### config.mk
export PLATFORM = sky130hd
export DESIGN_NAME = vm_purchase_ctrl
export DESIGN_NICKNAME = d
export VERILOG_FILES = /design/src/rtl/vm_purchase_ctrl.sv
export SDC_FILE = /design/constraint.sdc
export NUM_CORES = 1
export LEC_CHECK = 0
export ABC_AREA = 1
export BUFFER_PORTS_ARGS = -buffer_cell sky130_fd_sc_hd__buf_2
export CORE_MARGIN = 2
export CORE_UTILIZATION = 30
export CTS_BUF_LIST = sky130_fd_sc_hd__clkbuf_4 sky130_fd_sc_hd__clkbuf_8
export DETAILED_ROUTE_END_ITERATION = 6
export SLEW_MARGIN = 15
export SYNTH_ARGS = -nofsm -noshare
export SYNTH_HDL_FRONTEND = slang
export SYNTH_SLANG_ARGS = --single-unit
### constraint.sdc
create_clock -name clk -period 5.6 [get_ports clk]
set_clock_uncertainty 0.2 [all_clocks]
set_input_delay 0.28 -clock clk [delete_from_list [all_inputs] [get_ports clk]]
set_output_delay 0.28 -clock clk [all_outputs]
set_load 0.02 [all_outputs]
### src/rtl/vm_purchase_ctrl.sv
// vm_purchase_ctrl: purchase sequencer and sole owner of the inventory write port.
// Latency: balance 1 cycle after coin; dispense 3 cycles after selection, change 1 cycle later.
// Backpressure: restock_ready only in IDLE; coins outside IDLE/COLLECT or on overflow get coin_reject.
//
// Optional feature macro: VM_TIMEOUT_EN
//   Defined: COLLECT auto-refunds after TIMEOUT idle cycles.
//   Undefined: COLLECT waits indefinitely.
//
// Ports:
//   clk, rst                        clock, synchronous active-high reset
//   coin_valid/coin_value           coin insert strobe and value (cents)
//   sel_valid/sel_item              product selection strobe
//   cancel                          user cancel strobe
//   restock_valid/_item/_count      supplier restock request; restock_ready accepts it
//   inv_rd_item -> inv_count/cost   combinational inventory lookup
//   inv_wr_en/_inc/_item/_count     registered inventory write (inc = add count, else -1)
//   balance, coin_reject            credit and overflow/illegal-coin pulse
//   dispense_valid/_item            one-cycle dispense command
//   change_valid/_amount            one-cycle change/refund command
//   status                          last event code (held until overwritten)
module vm_purchase_ctrl #(
  parameter int NUM_ITEMS = 8,
  parameter int CNT_W     = 4,
  parameter int BAL_W     = 16,
  parameter int TIMEOUT   = 255
) (
  input  logic                         clk,
  input  logic                         rst,
  input  logic                         coin_valid,
  input  logic [7:0]                   coin_value,
  input  logic                         sel_valid,
  input  logic [$clog2(NUM_ITEMS)-1:0] sel_item,
  input  logic                         cancel,
  input  logic                         restock_valid,
  input  logic [$clog2(NUM_ITEMS)-1:0] restock_item,
  input  logic [CNT_W-1:0]             restock_count,
  output logic                         restock_ready,
  output logic [$clog2(NUM_ITEMS)-1:0] inv_rd_item,
  input  logic [CNT_W-1:0]             inv_count,
  input  logic [BAL_W-1:0]             inv_cost,
  output logic                         inv_wr_en,
  output logic                         inv_wr_inc,
  output logic [$clog2(NUM_ITEMS)-1:0] inv_wr_item,
  output logic [CNT_W-1:0]             inv_wr_count,
  output logic [BAL_W-1:0]             balance,
  output logic                         coin_reject,
  output logic                         dispense_valid,
  output logic [$clog2(NUM_ITEMS)-1:0] dispense_item,
  output logic                         change_valid,
  output logic [BAL_W-1:0]             change_amount,
  output logic [2:0]                   status
);

  localparam int IW = $clog2(NUM_ITEMS);

  localparam logic [2:0] ST_NONE        = 3'd0;
  localparam logic [2:0] ST_VENDED      = 3'd1;
  localparam logic [2:0] ST_NO_STOCK    = 3'd2;
  localparam logic [2:0] ST_LOW_FUNDS   = 3'd3;
  localparam logic [2:0] ST_CANCELLED   = 3'd4;
  localparam logic [2:0] ST_TIMEOUT     = 3'd5;
  localparam logic [2:0] ST_RESTOCK_ERR = 3'd6;

  typedef enum logic [2:0] {
    S_IDLE,
    S_COLLECT,
    S_CHECK,
    S_DISPENSE,
    S_CHANGE,
    S_REFUND
  } state_t;

  state_t            r_state, w_state_nxt;
  logic [BAL_W-1:0]  r_balance, w_balance_nxt;
  logic [IW-1:0]     r_sel_item, w_sel_item_nxt;
  logic [BAL_W-1:0]  r_cost, w_cost_nxt;
  logic [2:0]        r_status, w_status_nxt;
  logic              r_coin_reject, w_coin_reject_nxt;
  logic              r_disp_vld, w_disp_vld_nxt;
  logic [IW-1:0]     r_disp_item, w_disp_item_nxt;
  logic              r_chg_vld, w_chg_vld_nxt;
  logic [BAL_W-1:0]  r_chg_amt, w_chg_amt_nxt;
  logic              r_wr_en, w_wr_en_nxt;
  logic              r_wr_inc, w_wr_inc_nxt;
  logic [IW-1:0]     r_wr_item, w_wr_item_nxt;
  logic [CNT_W-1:0]  r_wr_count, w_wr_count_nxt;

  // One extra bit on both sums so overflow is visible rather than wrapped.
  logic [BAL_W:0]    w_coin_sum;
  logic [CNT_W:0]    w_rs_sum;
  logic              w_rs_fits;
  logic              w_coin_ok_state;
  logic [BAL_W-1:0]  w_remainder;
  logic              w_tmo_hit;

  assign w_coin_sum  = {1'b0, r_balance} + {{(BAL_W-7){1'b0}}, coin_value};
  assign w_rs_sum    = {1'b0, inv_count} + {1'b0, restock_count};
  assign w_rs_fits   = (w_rs_sum <= {1'b0, {CNT_W{1'b1}}});
  assign w_remainder = r_balance - r_cost;

  // The read port serves restock headroom checks in IDLE and the stock/cost
  // lookup of the latched selection everywhere else.
  assign restock_ready = (r_state == S_IDLE);
  assign inv_rd_item   = (r_state == S_IDLE) ? restock_item : r_sel_item;

`ifdef VM_TIMEOUT_EN
  localparam logic [7:0] LP_TMO = TIMEOUT[7:0];
  logic [7:0] r_tmo, w_tmo_nxt;

  assign w_tmo_hit = (r_tmo == LP_TMO);

  // Counts quiet cycles in COLLECT; any user activity restarts it.
  always_comb begin
    w_tmo_nxt = 8'd0;
    if (r_state == S_COLLECT && !cancel && !sel_valid && !coin_valid && !w_tmo_hit)
      w_tmo_nxt = r_tmo + 8'd1;
  end

  always_ff @(posedge clk) begin
    if (rst) r_tmo <= 8'd0;
    else     r_tmo <= w_tmo_nxt;
  end
`else
  assign w_tmo_hit = 1'b0;
`endif

  always_comb begin
    w_state_nxt       = r_state;
    w_balance_nxt     = r_balance;
    w_sel_item_nxt    = r_sel_item;
    w_cost_nxt        = r_cost;
    w_status_nxt      = r_status;
    w_coin_reject_nxt = 1'b0;
    w_disp_vld_nxt    = 1'b0;
    w_disp_item_nxt   = r_disp_item;
    w_chg_vld_nxt     = 1'b0;
    w_chg_amt_nxt     = r_chg_amt;
    w_wr_en_nxt       = 1'b0;
    w_wr_inc_nxt      = r_wr_inc;
    w_wr_item_nxt     = r_wr_item;
    w_wr_count_nxt    = r_wr_count;
    w_coin_ok_state   = 1'b0;

    case (r_state)
      S_IDLE: begin
        // Balance is always zero here, so a selection can never be afforded.
        if (sel_valid)
          w_status_nxt = ST_LOW_FUNDS;
        if (restock_valid) begin
          if (w_rs_fits) begin
            w_wr_en_nxt    = 1'b1;
            w_wr_inc_nxt   = 1'b1;
            w_wr_item_nxt  = restock_item;
            w_wr_count_nxt = restock_count;
          end else begin
            w_status_nxt = ST_RESTOCK_ERR;
          end
        end
        if (coin_valid) begin
          w_coin_ok_state = 1'b1;
          w_state_nxt     = S_COLLECT;
        end
      end

      S_COLLECT: begin
        // A coin arriving alongside cancel or a selection loses priority and
        // is handed back through coin_reject.
        if (cancel) begin
          w_status_nxt = ST_CANCELLED;
          w_state_nxt  = S_REFUND;
        end else if (sel_valid) begin
          w_sel_item_nxt = sel_item;
          w_state_nxt    = S_CHECK;
        end else if (coin_valid) begin
          w_coin_ok_state = 1'b1;
        end else if (w_tmo_hit) begin
          w_status_nxt = ST_TIMEOUT;
          w_state_nxt  = S_REFUND;
        end
      end

      S_CHECK: begin
        if (inv_count == '0) begin
          w_status_nxt = ST_NO_STOCK;
          w_state_nxt  = S_COLLECT;
        end else if (r_balance < inv_cost) begin
          w_status_nxt = ST_LOW_FUNDS;
          w_state_nxt  = S_COLLECT;
        end else begin
          // Cost is captured so DISPENSE does not depend on the read port.
          w_cost_nxt  = inv_cost;
          w_state_nxt = S_DISPENSE;
        end
      end

      S_DISPENSE: begin
        w_disp_vld_nxt  = 1'b1;
        w_disp_item_nxt = r_sel_item;
        w_wr_en_nxt     = 1'b1;
        w_wr_inc_nxt    = 1'b0;
        w_wr_item_nxt   = r_sel_item;
        w_wr_count_nxt  = {{(CNT_W-1){1'b0}}, 1'b1};
        w_balance_nxt   = w_remainder;
        w_status_nxt    = ST_VENDED;
        w_state_nxt     = (w_remainder != '0) ? S_CHANGE : S_IDLE;
      end

      S_CHANGE, S_REFUND: begin
        w_chg_vld_nxt = 1'b1;
        w_chg_amt_nxt = r_balance;
        w_balance_nxt = '0;
        w_state_nxt   = S_IDLE;
      end

      default: begin
        w_state_nxt = S_IDLE;
      end
    endcase

    if (coin_valid) begin
      if (w_coin_ok_state && !w_coin_sum[BAL_W])
        w_balance_nxt = w_coin_sum[BAL_W-1:0];
      else
        w_coin_reject_nxt = 1'b1;
    end
  end

  always_ff @(posedge clk) begin
    if (rst) begin
      r_state       <= S_IDLE;
      r_balance     <= '0;
      r_sel_item    <= '0;
      r_cost        <= '0;
      r_status      <= ST_NONE;
      r_coin_reject <= 1'b0;
      r_disp_vld    <= 1'b0;
      r_disp_item   <= '0;
      r_chg_vld     <= 1'b0;
      r_chg_amt     <= '0;
      r_wr_en       <= 1'b0;
      r_wr_inc      <= 1'b0;
      r_wr_item     <= '0;
      r_wr_count    <= '0;
    end else begin
      r_state       <= w_state_nxt;
      r_balance     <= w_balance_nxt;
      r_sel_item    <= w_sel_item_nxt;
      r_cost        <= w_cost_nxt;
      r_status      <= w_status_nxt;
      r_coin_reject <= w_coin_reject_nxt;
      r_disp_vld    <= w_disp_vld_nxt;
      r_disp_item   <= w_disp_item_nxt;
      r_chg_vld     <= w_chg_vld_nxt;
      r_chg_amt     <= w_chg_amt_nxt;
      r_wr_en       <= w_wr_en_nxt;
      r_wr_inc      <= w_wr_inc_nxt;
      r_wr_item     <= w_wr_item_nxt;
      r_wr_count    <= w_wr_count_nxt;
    end
  end

  assign balance        = r_balance;
  assign coin_reject    = r_coin_reject;
  assign dispense_valid = r_disp_vld;
  assign dispense_item  = r_disp_item;
  assign change_valid   = r_chg_vld;
  assign change_amount  = r_chg_amt;
  assign inv_wr_en      = r_wr_en;
  assign inv_wr_inc     = r_wr_inc;
  assign inv_wr_item    = r_wr_item;
  assign inv_wr_count   = r_wr_count;
  assign status         = r_status;

endmodule

==> run_results.csv <==
group,metric,value,unit
run_status,outcome,"complete, no violations",
global_routing,grt_antenna_before_repair,0,
die,rows,46,
sta,tns,0,ps
sta,post-route-period-util,50.8,%
clock_network,clk_pin_slew,80,ps
setup_path,crit_path_cell_trace,"ha_1 -> a21oi_1 -> o21ai_1 -> nand2_1 -> nand2_1 -> a21oi_4 -> inv_1 -> nand2_1 -> nand2_1 -> nand2_1 -> inv_1",
synth,yosys-top-cells-area,"dfxtp_1 (29%), nand2_1 (15%), ha_1 (11%)",
setup_path,worst_path_most_repeated_cell,"nand2_1",
clock_network,root_buffer,"clkbuf_8",
place,post-place-ws,2760,ps
route,dr.first_iter.drc_count,246,
synth,synth_fp_nets,839,
synth,ys_seq_elements,72,
sta,worst_pin_slew,736,ps
setup_path,critPathSlowestCell,"a21oi_4",
synth,syn_inst,750,
setup_path,cp_max_fo,28,
route,wl_per_cell,13.6,µm
sta,rsz0062_at_grt,"no",
die,fp.dieW,132,µm
route,drcViolationCount,0,
sta,fin_ws,2760,ps
clock_network,clock_sinks,72,
synth,synth-edff-count,0,
clock_network,cts_tree,"done",
hold_path,min_path_type,"primary input to register",
place,placed_area,5590,µm²
synth,ys_seq_area_share,29.4,%
synth,syn_area,4910,µm²
route,drt_first_pass_iters,5,
sta,max_slew_margin,50.8,%
place,port_buffers,97,
global_routing,grt_use_total,17.0,%
synth,synth-main-ff-cell,"dfxtp_1",
route,wirelength,14700,µm
clock_network,cts.repair.resized,0,
power_and_ir_drop,p_total,1.89,mW
synth,avgSynthCellArea,6.54,µm²
die,coreArea,15900,µm²
final_layout,antenna_cells,0,
flow_run,cap_viol_max_count,0,
global_routing,grt_pass1_vias,4925,
sta,slew_viol_final,0,
setup_path,path_buf_inv,2,
global_routing,grt_pass1_wl,24300,µm
setup_path,cp-start-kind,"register",
sta,hold_viol,0,
clock_network,clock_path_buffers,2,
synth,synthArstFlopShare,0,%
sta,setup_viol,0,
synth,ys_types,41,
global_routing,grt-ovfl-total,0,
power_and_ir_drop,vdd_ir_drop_max,184,µV
final_layout,area_delta_synth_final,22.3,%
synth,synth_top_area_share,29.4,%
clock_network,clk_latency,360,ps
setup_path,slowest_delay,640,ps
final_layout,fin_nets,948,
setup_path,required,5660,ps
power_and_ir_drop,power_density,315,nW/µm²
place,hpwlAfterDp,11200,µm
synth,yosysMostFrequentCell,"nand2_1",
sta,layout_min_cycle_time,2840,ps
die,die_area,17400,µm²
setup_path,path_class,"register to register",
clock_network,numCtsBuffers,9,
route,vias_per_cell,4.65,
die,die_h,132,µm
setup_path,critical_path.top_delay_family,"compound AO/OA/AOI/OAI gates",
route,vias,5024,
synth,yosys_warnings,0,
setup_path,cp.arrival,2910,ps
sta,timing.fmax,352,MHz
clock_network,htree_levels,3,
route,ant_nets,0,
sta,hold_slack,19.0,ps
setup_path,end_kind,"register",
final_layout,fin_area,6000,µm²
place,routabilityCongestion,0.903,
die,initial_core_util,30.8,%
global_routing,grt_max_degree,48,
die,top_level_ports,98,
synth,yosysTopAreaCell,"dfxtp_1",
final_layout,layout-drive-gt1-share,15.4,%
synth,synth_common_cells,"nand2_1 (194), inv_1 (121), dfxtp_1 (72)",
power_and_ir_drop,p_leak,3.12,nW
-- cell families (layout without fill, tap and decap cells) --
kind of cell / count (synthesis) / in the layout / share of synthesized area (%)
DFF: 72 / 72 / 29.4
adders and majority gates: 45 / 45 / 11.9
buffers and inverters: 144 / 258 / 11.4
and+or+nand+nor: 323 / 323 / 27.7
xor gates and xnor gates: 11 / 11 / 1.96
AOI/OAI and AO/OA: 155 / 155 / 17.6
-- flip-flops by register name, indices dropped and copies added, names as in the netlist --
signal,count
dispense_valid,1
inv_wr_en,1
status,3
inv_wr_item,3
r_cost,16
change_valid,1
dispense_item,3
inv_wr_count,4
balance,16
coin_reject,1
r_sel_item,3
change_amount,16
r_state,3
inv_wr_inc,1
-- area by class of cell --
cell class	count	area, µm²
clock buffer	9	124
clock inverter	7	103
fill	1764	9940
inverter	124	465
multi-input combinational	534	2910
sequential	72	1440
tap	216	270
timing repair buffer	118	691
-- worst min-delay path, delay by kind of cell --
family,cells,cell delay (ps)
AO/OA/AOI/OAI,2,170
buffers and inverters,1,90
-- repair_timing --
item                                    CTS  global route
setup buffers                             0             0
endpoints found under the hold margin    19             0
hold buffers                             19             0
endpoints found under the setup margin    0             0
-- metrics by stage --
stage / util (%) / std cells
3_3_place_gp: 35.0 / 1045
4_1_cts: 37.6 / 1080
3_5_place_dp: 35.0 / 1045
6_report: 37.6 / 1080
2_1_floorplan: - / 750
5_1_grt: 37.6 / 1080
-- final timing paths --
path	from	end	slack (ps)	cells past startpoint
hold reg to reg	inv_wr_count[2]	inv_wr_count[2]	270	2
hold / removal	inv_cost[10]	r_cost[10]	20	3
setup reg to reg	balance[3]	balance[13]	2760	11
setup / recovery	balance[3]	balance[13]	2760	11
-- report_power, final --
part | switching (mW) | leakage [nW] | internal (mW) | total (mW)
clock network | 0.230 | 0.110 | 0.256 | 0.486
registers | 0.0550 | 0.587 | 0.554 | 0.609
logic | 0.519 | 2.42 | 0.279 | 0.798
-- layout by cell type (no fill, tap or decap), types with 3 or more instances in the layout --
master         count
nand2_1          194
inv_1            121
buf_2             97
dfxtp_1           72
a21oi_1           70
nor2_1            58
o21ai_0           54
ha_1              42
nand3_1           39
dlygate4sd3_1     19
nand4_1           10
o22ai_1            9
clkbuf_8           9
xor2_1             7
a31oi_1            5
nor3_1             5
xnor2_1            4
nor2_2             4
o221ai_1           3
a211oi_2           3
a211oi_1           3
nor4_1             3
fa_1               3
-- metal layers --
layer	part of all wire [%]	track usage (%)	vias to the layer above
li1	-	-	2643
met1	47	21.7	2234
met2	45	28.2	134
met3	7.2	4.92	13
met4	0.88	4.23	0
met5	0	0	-
(Power assumes the default switching activity.)
